==> config.mk <==
export PLATFORM = sky130hd
export DESIGN_NAME = csr_trap_unit
export DESIGN_NICKNAME = d
export VERILOG_FILES = /design/src/rtl/csr_trap_unit.sv
export SDC_FILE = /design/constraint.sdc
export NUM_CORES = 1
export LEC_CHECK = 0
export ABC_CLOCK_PERIOD_IN_PS = 4610
export CORE_MARGIN = 2
export CORE_UTILIZATION = 41
export CTS_BUF_LIST = sky130_fd_sc_hd__clkbuf_16
export CTS_CLUSTER_DIAMETER = 120
export DETAILED_ROUTE_END_ITERATION = 7
export GPL_TIMING_DRIVEN = 0
export PLACE_DENSITY = 0.86
export SETUP_SLACK_MARGIN = 0.05
export SLEW_MARGIN = 20
export SYNTH_ARGS = -nofsm -noshare
export SYNTH_HDL_FRONTEND = slang
export SYNTH_SLANG_ARGS = --single-unit
==> constraint.sdc <==
create_clock -name clk -period 4.61 [get_ports clk]
set_input_delay 0.922 -clock clk [delete_from_list [all_inputs] [get_ports clk]]
set_output_delay 0.922 -clock clk [all_outputs]
set_load 0.005 [all_outputs]
==> src/rtl/csr_trap_unit.sv <==
// Execute-stage CSR/trap sequencer feeding a 1R/1W CSR file.
// Optional: define CSR_RO_CHECK_EN to trap writes to read-only CSRs.
module csr_trap_unit #(
    parameter int          XLEN        = 32,
    parameter logic [11:0] MEPC_ADDR   = 12'h341,
    parameter logic [11:0] MCAUSE_ADDR = 12'h342,
    parameter int          ECALL_CAUSE = 11
) (
    input  logic            clk,
    input  logic            rst_n,
    input  logic            req_valid,
    output logic            req_ready,
    input  logic [2:0]      req_op,
    input  logic [11:0]     req_csr_addr,
    input  logic [XLEN-1:0] req_src,
    input  logic            req_src_x0,
    input  logic            req_is_ecall,
    input  logic            req_is_mret,
    input  logic [XLEN-1:0] req_pc,
    output logic            rsp_valid,
    output logic [XLEN-1:0] rsp_rd_data,
    output logic            redirect_valid,
    output logic [XLEN-1:0] redirect_pc,
    output logic [11:0]     csr_addr_r,
    input  logic [XLEN-1:0] csr_data_r,
    input  logic [XLEN-1:0] csr_mtvec,
    output logic [11:0]     csr_addr_w,
    output logic [XLEN-1:0] csr_data_w,
    output logic            csr_we
);

    typedef enum logic [2:0] {
        IDLE,
        EXEC,
        T_EPC,
        T_CAUSE,
        T_JUMP,
        M_RD
    } state_t;

    state_t          state_q;
    state_t          state_d;

    logic [2:0]      op_q;
    logic [11:0]     addr_q;
    logic [XLEN-1:0] src_q;
    logic            x0_q;
    logic [XLEN-1:0] pc_q;
    logic [XLEN-1:0] cause_q;

    logic            accept;
    logic            op_ok;
    logic            op_writes;
    logic            illegal;
    logic [XLEN-1:0] cause_d;
    logic            exec_we;
    logic [XLEN-1:0] new_val;

    assign accept = req_valid && req_ready;

    // Classify the incoming request before it is latched.
    always_comb begin
        op_ok     = (req_op[1:0] != 2'b00);
        op_writes = (req_op[1:0] == 2'b01) || !req_src_x0;
`ifdef CSR_RO_CHECK_EN
        illegal   = op_ok && op_writes && (req_csr_addr[11:10] == 2'b11);
`else
        illegal   = 1'b0;
`endif
        cause_d   = req_is_ecall ? XLEN'(ECALL_CAUSE) : XLEN'(2);
    end

    // State register; reset abandons any trap sequence in flight.
    always_ff @(posedge clk or negedge rst_n) begin
        if (!rst_n) state_q <= IDLE;
        else        state_q <= state_d;
    end

    // Capture all request fields on accept.
    always_ff @(posedge clk or negedge rst_n) begin
        if (!rst_n) begin
            op_q    <= '0;
            addr_q  <= '0;
            src_q   <= '0;
            x0_q    <= 1'b0;
            pc_q    <= '0;
            cause_q <= '0;
        end else if (accept) begin
            op_q    <= req_op;
            addr_q  <= req_csr_addr;
            src_q   <= req_src;
            x0_q    <= req_src_x0;
            pc_q    <= req_pc;
            cause_q <= cause_d;
        end
    end

    // Read-modify-write result for the latched Zicsr op.
    always_comb begin
        exec_we = (op_q[1:0] == 2'b01) || !x0_q;
        new_val = src_q;
        unique case (1'b1)
            (op_q[1:0] == 2'b10): new_val = csr_data_r | src_q;
            (op_q[1:0] == 2'b11): new_val = csr_data_r & ~src_q;
            default:              new_val = src_q;
        endcase
    end

    // Next-state and output decode.
    always_comb begin
        state_d        = state_q;
        req_ready      = 1'b0;
        rsp_valid      = 1'b0;
        rsp_rd_data    = '0;
        redirect_valid = 1'b0;
        redirect_pc    = '0;
        csr_addr_r     = '0;
        csr_addr_w     = '0;
        csr_data_w     = '0;
        csr_we         = 1'b0;
        unique case (state_q)
            IDLE: begin
                req_ready = 1'b1;
                if (req_valid) begin
                    if (req_is_ecall)     state_d = T_EPC;
                    else if (req_is_mret) state_d = M_RD;
                    else if (illegal)     state_d = T_EPC;
                    else if (op_ok)       state_d = EXEC;
                    else                  state_d = IDLE;
                end
            end
            EXEC: begin
                csr_addr_r  = addr_q;
                rsp_valid   = 1'b1;
                rsp_rd_data = csr_data_r;
                csr_we      = exec_we;
                if (exec_we) begin
                    csr_addr_w = addr_q;
                    csr_data_w = new_val;
                end
                state_d = IDLE;
            end
            T_EPC: begin
                csr_we     = 1'b1;
                csr_addr_w = MEPC_ADDR;
                csr_data_w = pc_q;
                state_d    = T_CAUSE;
            end
            T_CAUSE: begin
                csr_we     = 1'b1;
                csr_addr_w = MCAUSE_ADDR;
                csr_data_w = cause_q;
                state_d    = T_JUMP;
            end
            T_JUMP: begin
                redirect_valid = 1'b1;
                redirect_pc    = {csr_mtvec[XLEN-1:2], 2'b00};
                state_d        = IDLE;
            end
            M_RD: begin
                csr_addr_r     = MEPC_ADDR;
                redirect_valid = 1'b1;
                redirect_pc    = csr_data_r;
                state_d        = IDLE;
            end
            default: state_d = IDLE;
        endcase
    end

endmodule
; ---- Word-level counts from Yosys, hierarchy flattened
; Cells that the tools add are included.
; Widths: inputs -> output; s select.
[word_totals]
regBits = 114
in_bits = 149
output_inout_bits = 124
word_cells = 44
[classes]
n_eq_ne = 9
n_mux = 18
bitwise = 3
n_reduce_logical = 7
[op_table]
columns = operator, count
row1 = $pmux 32 s2, 2
row2 = $pmux 32 s3, 1
row3 = $mux 32, 2
row4 = $pmux 12 s3, 1
row5 = $and 32x32->32, 1
row6 = $not 32->32, 1
row7 = $or 32x32->32, 1
row8 = $pmux 12 s2, 1
row9 = $mux 12, 1
row10 = $mux 3, 3
row11 = $pmux 3 s3, 1
row12 = $eq 3x2->1 const B, 2
row13 = $eq 3x3->1 const B, 2
row14 = $eq 2x2->1 const B, 2
row15 = $mux 1, 4
row16 = $mux 4, 1
row17 = $reduce_or 2->1, 2
row18 = $eq 3x1->1 const B, 1
row19 = $logic_not 3->1, 1
row20 = $eq 2x1->1 const B, 1
row21 = $ne 2x2->1 const B, 1
row22 = $pmux 1 s2, 1
row23 = $reduce_bool 2->1, 1
row24 = $logic_and 1x1->1, 1
row25 = other kinds (2), 2

; ---- Longest topological paths before layout
[depth]
word_depth = 6
mapped_depth = 6
ltp_nobuf = 3

; ---- Worst setup path before layout
; No wires, ideal clock.
[synth_path]
kind = input -> output
start = input port csr_data_r[30]
end = output port csr_data_w[30]
arrival_ns = 1.316
required_ns = 3.688
path_slack_ns = 2.372
stages = 3
path_buffers = 0
cell_sequence = a21oi_1 > a21oi_1 > a22o_1
[synth_via]
elab_chain_cells = 4
word_cells_on_any_way = 5
classes_between = 3 x mux / 2 x bitwise
[synth_lines]
columns = element, line_no
row1 = start: declaration, 25  ; input logic [XLEN-1:0] csr_data_r,
row2 = $and 32x32->32 / $or 32x32->32 (equally long branches), "104, 103"
row3 = $pmux 32 s2 (*), 102  ; unique case (1'b1)
row4 = $mux 32 (*), 137  ; if (exec_we) begin
row5 = $pmux 32 s3 (*), 121  ; unique case (state_q)
row6 = end: declaration, 28  ; output logic [XLEN-1:0] csr_data_w,
; Every way passes the cells marked *; elsewhere a longest branch is shown, timed or not.

; ---- Worst setup path after layout
[layout_path]
start = register state_q[1]
end = output port redirect_pc[14]
[layout_via]
elab_chain_cells = 2
word_cells_on_any_way = 3
classes_between = 2 x eq/ne / 1 x mux
[layout_lines]
columns = element, line_no
row1 = start: declaration, 41  ; state_t state_q;
row2 = start signal: assignment, 76  ; else state_q <= state_d;
row3 = $eq 3x3->1, 121
row4 = $pmux 32 s2 (*), 121
row5 = end: declaration, 23  ; output logic [XLEN-1:0] redirect_pc,
; Marked as above.

==> results.py <==
metrics = {
    "outcome": {
        "status": "completed",
    },
    "synthesis": {
        "ys_ff_latch": 84,
        "async_flop_share_pct": 100,
        "synth_area_leader_cell": "dfrtp_1",
        "synthTopCellsByArea": "dfrtp_1 45%, mux2_2 19%, a22o_1 11%",
        "ys_seq_area_share_pct": 45.1,
        "synth_top_area_share_pct": 45.1,
        "synthCells": 417,
        "yosysUniqueCellTypes": 26,
        "syn_area_mm2": 0.00466,
        "avgSynthCellArea_um2": 11.2,
        "synth_common_cells": "84 x dfrtp_1, 80 x mux2_2, 65 x a21oi_1, 60 x a22o_1, 51 x and2_1",
        "synth_edf_count": 0,
        "yosysWarnings": 0,
        "ys.flop_type": "dfrtp_1",
        "yosysMostFrequentCell": "dfrtp_1",
        "syn_nets": 566,
    },
    "worst_hold_path": {
        "hold_class": "reg2reg",
    },
    "timing": {
        "worstMarginPinSlew_ns": 0.623,
        "drv_slew": 0,
        "period_minus_slack_ns": 3.66,
        "hold_viol": 0,
        "finalSetupViolCount": 0,
        "slew_headroom_pct": 58.5,
        "fin_skew_ns": 0.00383,
        "period_share_pct": 79.3,
        "max_freq_mhz": 273,
        "grt_setup_unrepaired": "false",
    },
    "drt": {
        "vias": 4643,
        "ant_nets": 0,
        "drc": 0,
        "first_pass_iters": 4,
        "routed_via_density": 5.51,
        "routed_wl_mm": 17.7,
        "post_drt_wl_per_cell_um": 21.0,
        "drt_iter0_markers": 228,
    },
    "floorplan": {
        "rows": 38,
        "die-area_mm2": 0.0122,
        "core_area_mm2": 0.0110,
        "die-height_um": 111,
        "pin_count": 273,
        "start_util_pct": 42.4,
        "die_w_um": 111,
    },
    "placed_design": {
        "routabilityCongestion": 0.894,
        "dpl.hpwl_mm": 13.4,
        "placed_cell_area_mm2": 0.00754,
        "io_buffers": 269,
    },
    "pwr": {
        "design_power_total_uw": 4690,
        "ir_worst_vdd_mv": 0.270,
        "switching_share_pct": 34.7,
        "power_density_mw_per_mm2": 599,
        "clock_power_share_pct": 15.0,
        "p_seq_share_pct": 29.2,
        "intPower_uw": 3060,
        "p_leak_uw": 0.00317,
        "p_comb_share_pct": 55.8,
        "p_switching_uw": 1630,
    },
    "critical_path": {
        "crit_fanout": 10,
        "arrival_ns": 2.74,
        "cp.required_ns": 3.69,
        "endpoint_kind": "output port",
        "critPathKind": "reg2out",
        "cpMostUsedCell": "buf_2",
        "critPathSlowestCell": "clkdlybuf4s50_1",
        "cp-start-kind": "flop",
        "critical_path.top_delay_family": "buffers and inverters",
        "slowest_delay_ns": 0.53,
        "crit_chain": "buf_2 > nand2b_1 > nor2_1 > buf_2 > a22o_1 > clkdlybuf4s50_1",
        "path_buf_inv": 3,
    },
    "clocking": {
        "cts-htree-levels": 3,
        "cts_buffers": 9,
        "cts_hold_buf": 0,
        "cts_tree": "yes",
        "insertion_delay_ns": 0.34,
        "root_buffer": "clkbuf_16",
        "cts_resized": 0,
        "post_cts_buffers": 0,
        "cts_buffer_depth": 2,
        "clk_pin_slew_ns": 0.06,
        "cts_sinks": 84,
    },
    "cells_and_area": {
        "final_util_pct": 71.2,
        "nets": 847,
        "drive_gt1_share_pct": 17.9,
        "design_area_mm2": 0.00782,
        "diodes": 0,
        "areaGrowthSynthToFinish_pct": 68.0,
    },
    "global_route": {
        "grt_usage_pct": 28.8,
        "grt_pass1_vias": 4900,
        "grt_remaining_overflow": 0,
        "antenna_found_initial": 0,
        "grt_pass1_wl_mm": 27.5,
        "grt_max_degree": 44,
    },
    "run": {
        "cap_violations": 0,
    },
}
per-layer routing:
| layer | up-vias | global-route usage, % | routed length, um |
|---|---|---|---|
| li1 | 2091 | - | - |
| met1 | 2289 | 34.9 | 6980 |
| met2 | 223 | 49.4 | 8980 |
| met3 | 40 | 5.49 | 1150 |
| met4 | 0 | 13.3 | 614 |
| met5 | - | 0 | 0 |
through the flow:
step                      std cells  setup TNS [ns]  setup WS (ns)  hold slack [ns]
final                           843               0          0.953            0.498
after CTS                       843               0          0.932            0.507
after floorplan                 417               0           2.37            0.439
after global routing            843               0          0.844            0.526
after detailed placement        827               0           1.30            0.492
after global placement          826          -31.87         -0.385            0.482
flip-flops by register name, indices dropped and copies added, names as in the netlist:
register / flops
src_q: 32
cause_q: 2
pc_q: 32
x0_q: 1
state_q: 3
op_q: 2
addr_q: 12
final cells by class:
type / instances / area (um^2)
Fill cell: 843 / 3160
Timing Repair Buffer: 270 / 2710
Multi-Input combinational cell: 294 / 2320
Sequential cell: 84 / 2100
Clock buffer: 9 / 225
Buffer: 37 / 225
Tap cell: 140 / 175
Clock inverter: 7 / 57.6
Inverter: 2 / 7.51
power by group through the flow:
| stage | clock network [uW] | logic (uW) | registers (uW) |
|---|---|---|---|
| after detailed placement | 0 | 2610 | 1370 |
| after global placement | 0 | 2550 | 1340 |
| after floorplan | 0 | 1390 | 1290 |
| final | 705 | 2610 | 1370 |
| after global routing | 739 | 2810 | 1420 |
| after CTS | 712 | 2630 | 1360 |
logic make-up (layout without fill, tap and decap cells):
family	Yosys count	after routing	synth area share (%)
AOI/OAI and AO/OA	135	135	20.2
buffers and inverters	39	325	5.00
DFF	84	84	45.1
and+or+nand+nor	76	76	9.68
muxes	83	83	20.0
placed cells by master (no fill, tap or decap):
cell type        netlist  layout
clkinv_2               0       4
or3_1                  1       1
nand2b_1               3       3
nor4b_1                1       1
clkbuf_1              10      10
nand2_1                1       1
a22oi_1                1       1
inv_1                  2       2
clkinv_1               0       2
nor3b_1                1       1
or2_2                  1       1
buf_2                 18      18
nor3_1                 4       4
nor2b_1                1       1
a22o_1                60      60
mux2_2                80      80
dfrtp_1               84      84
buf_6                  8       8
bufinv_16              0       1
clkbuf_16              0       9
and2_1                51      51
nor3b_2                1       1
a21oi_1               65      65
clkdlybuf4s50_1        0     268
nor2_1                11      11
a31oi_1                1       1
mux2i_1                3       3
buf_12                 0       1
buf_4                  1       2
a21o_1                 4       4
o2bb2ai_1              3       3
a21boi_4               1       1
final timing paths:
path	depth (start not counted)	slack (ns)	endpoint	startpoint
max	6	0.95	redirect_pc[14]	state_q[1]
min	1	0.50	cause_q[1]	cause_q[1]
max reg2reg	5	2.90	pc_q[11]	state_q[1]
min reg2reg	1	0.50	cause_q[1]	cause_q[1]
max in group asynchronous	2	3.41	src_q[11]	rst_n
min in group asynchronous	1	0.57	addr_q[4]	rst_n
(Power assumes the default switching activity.)
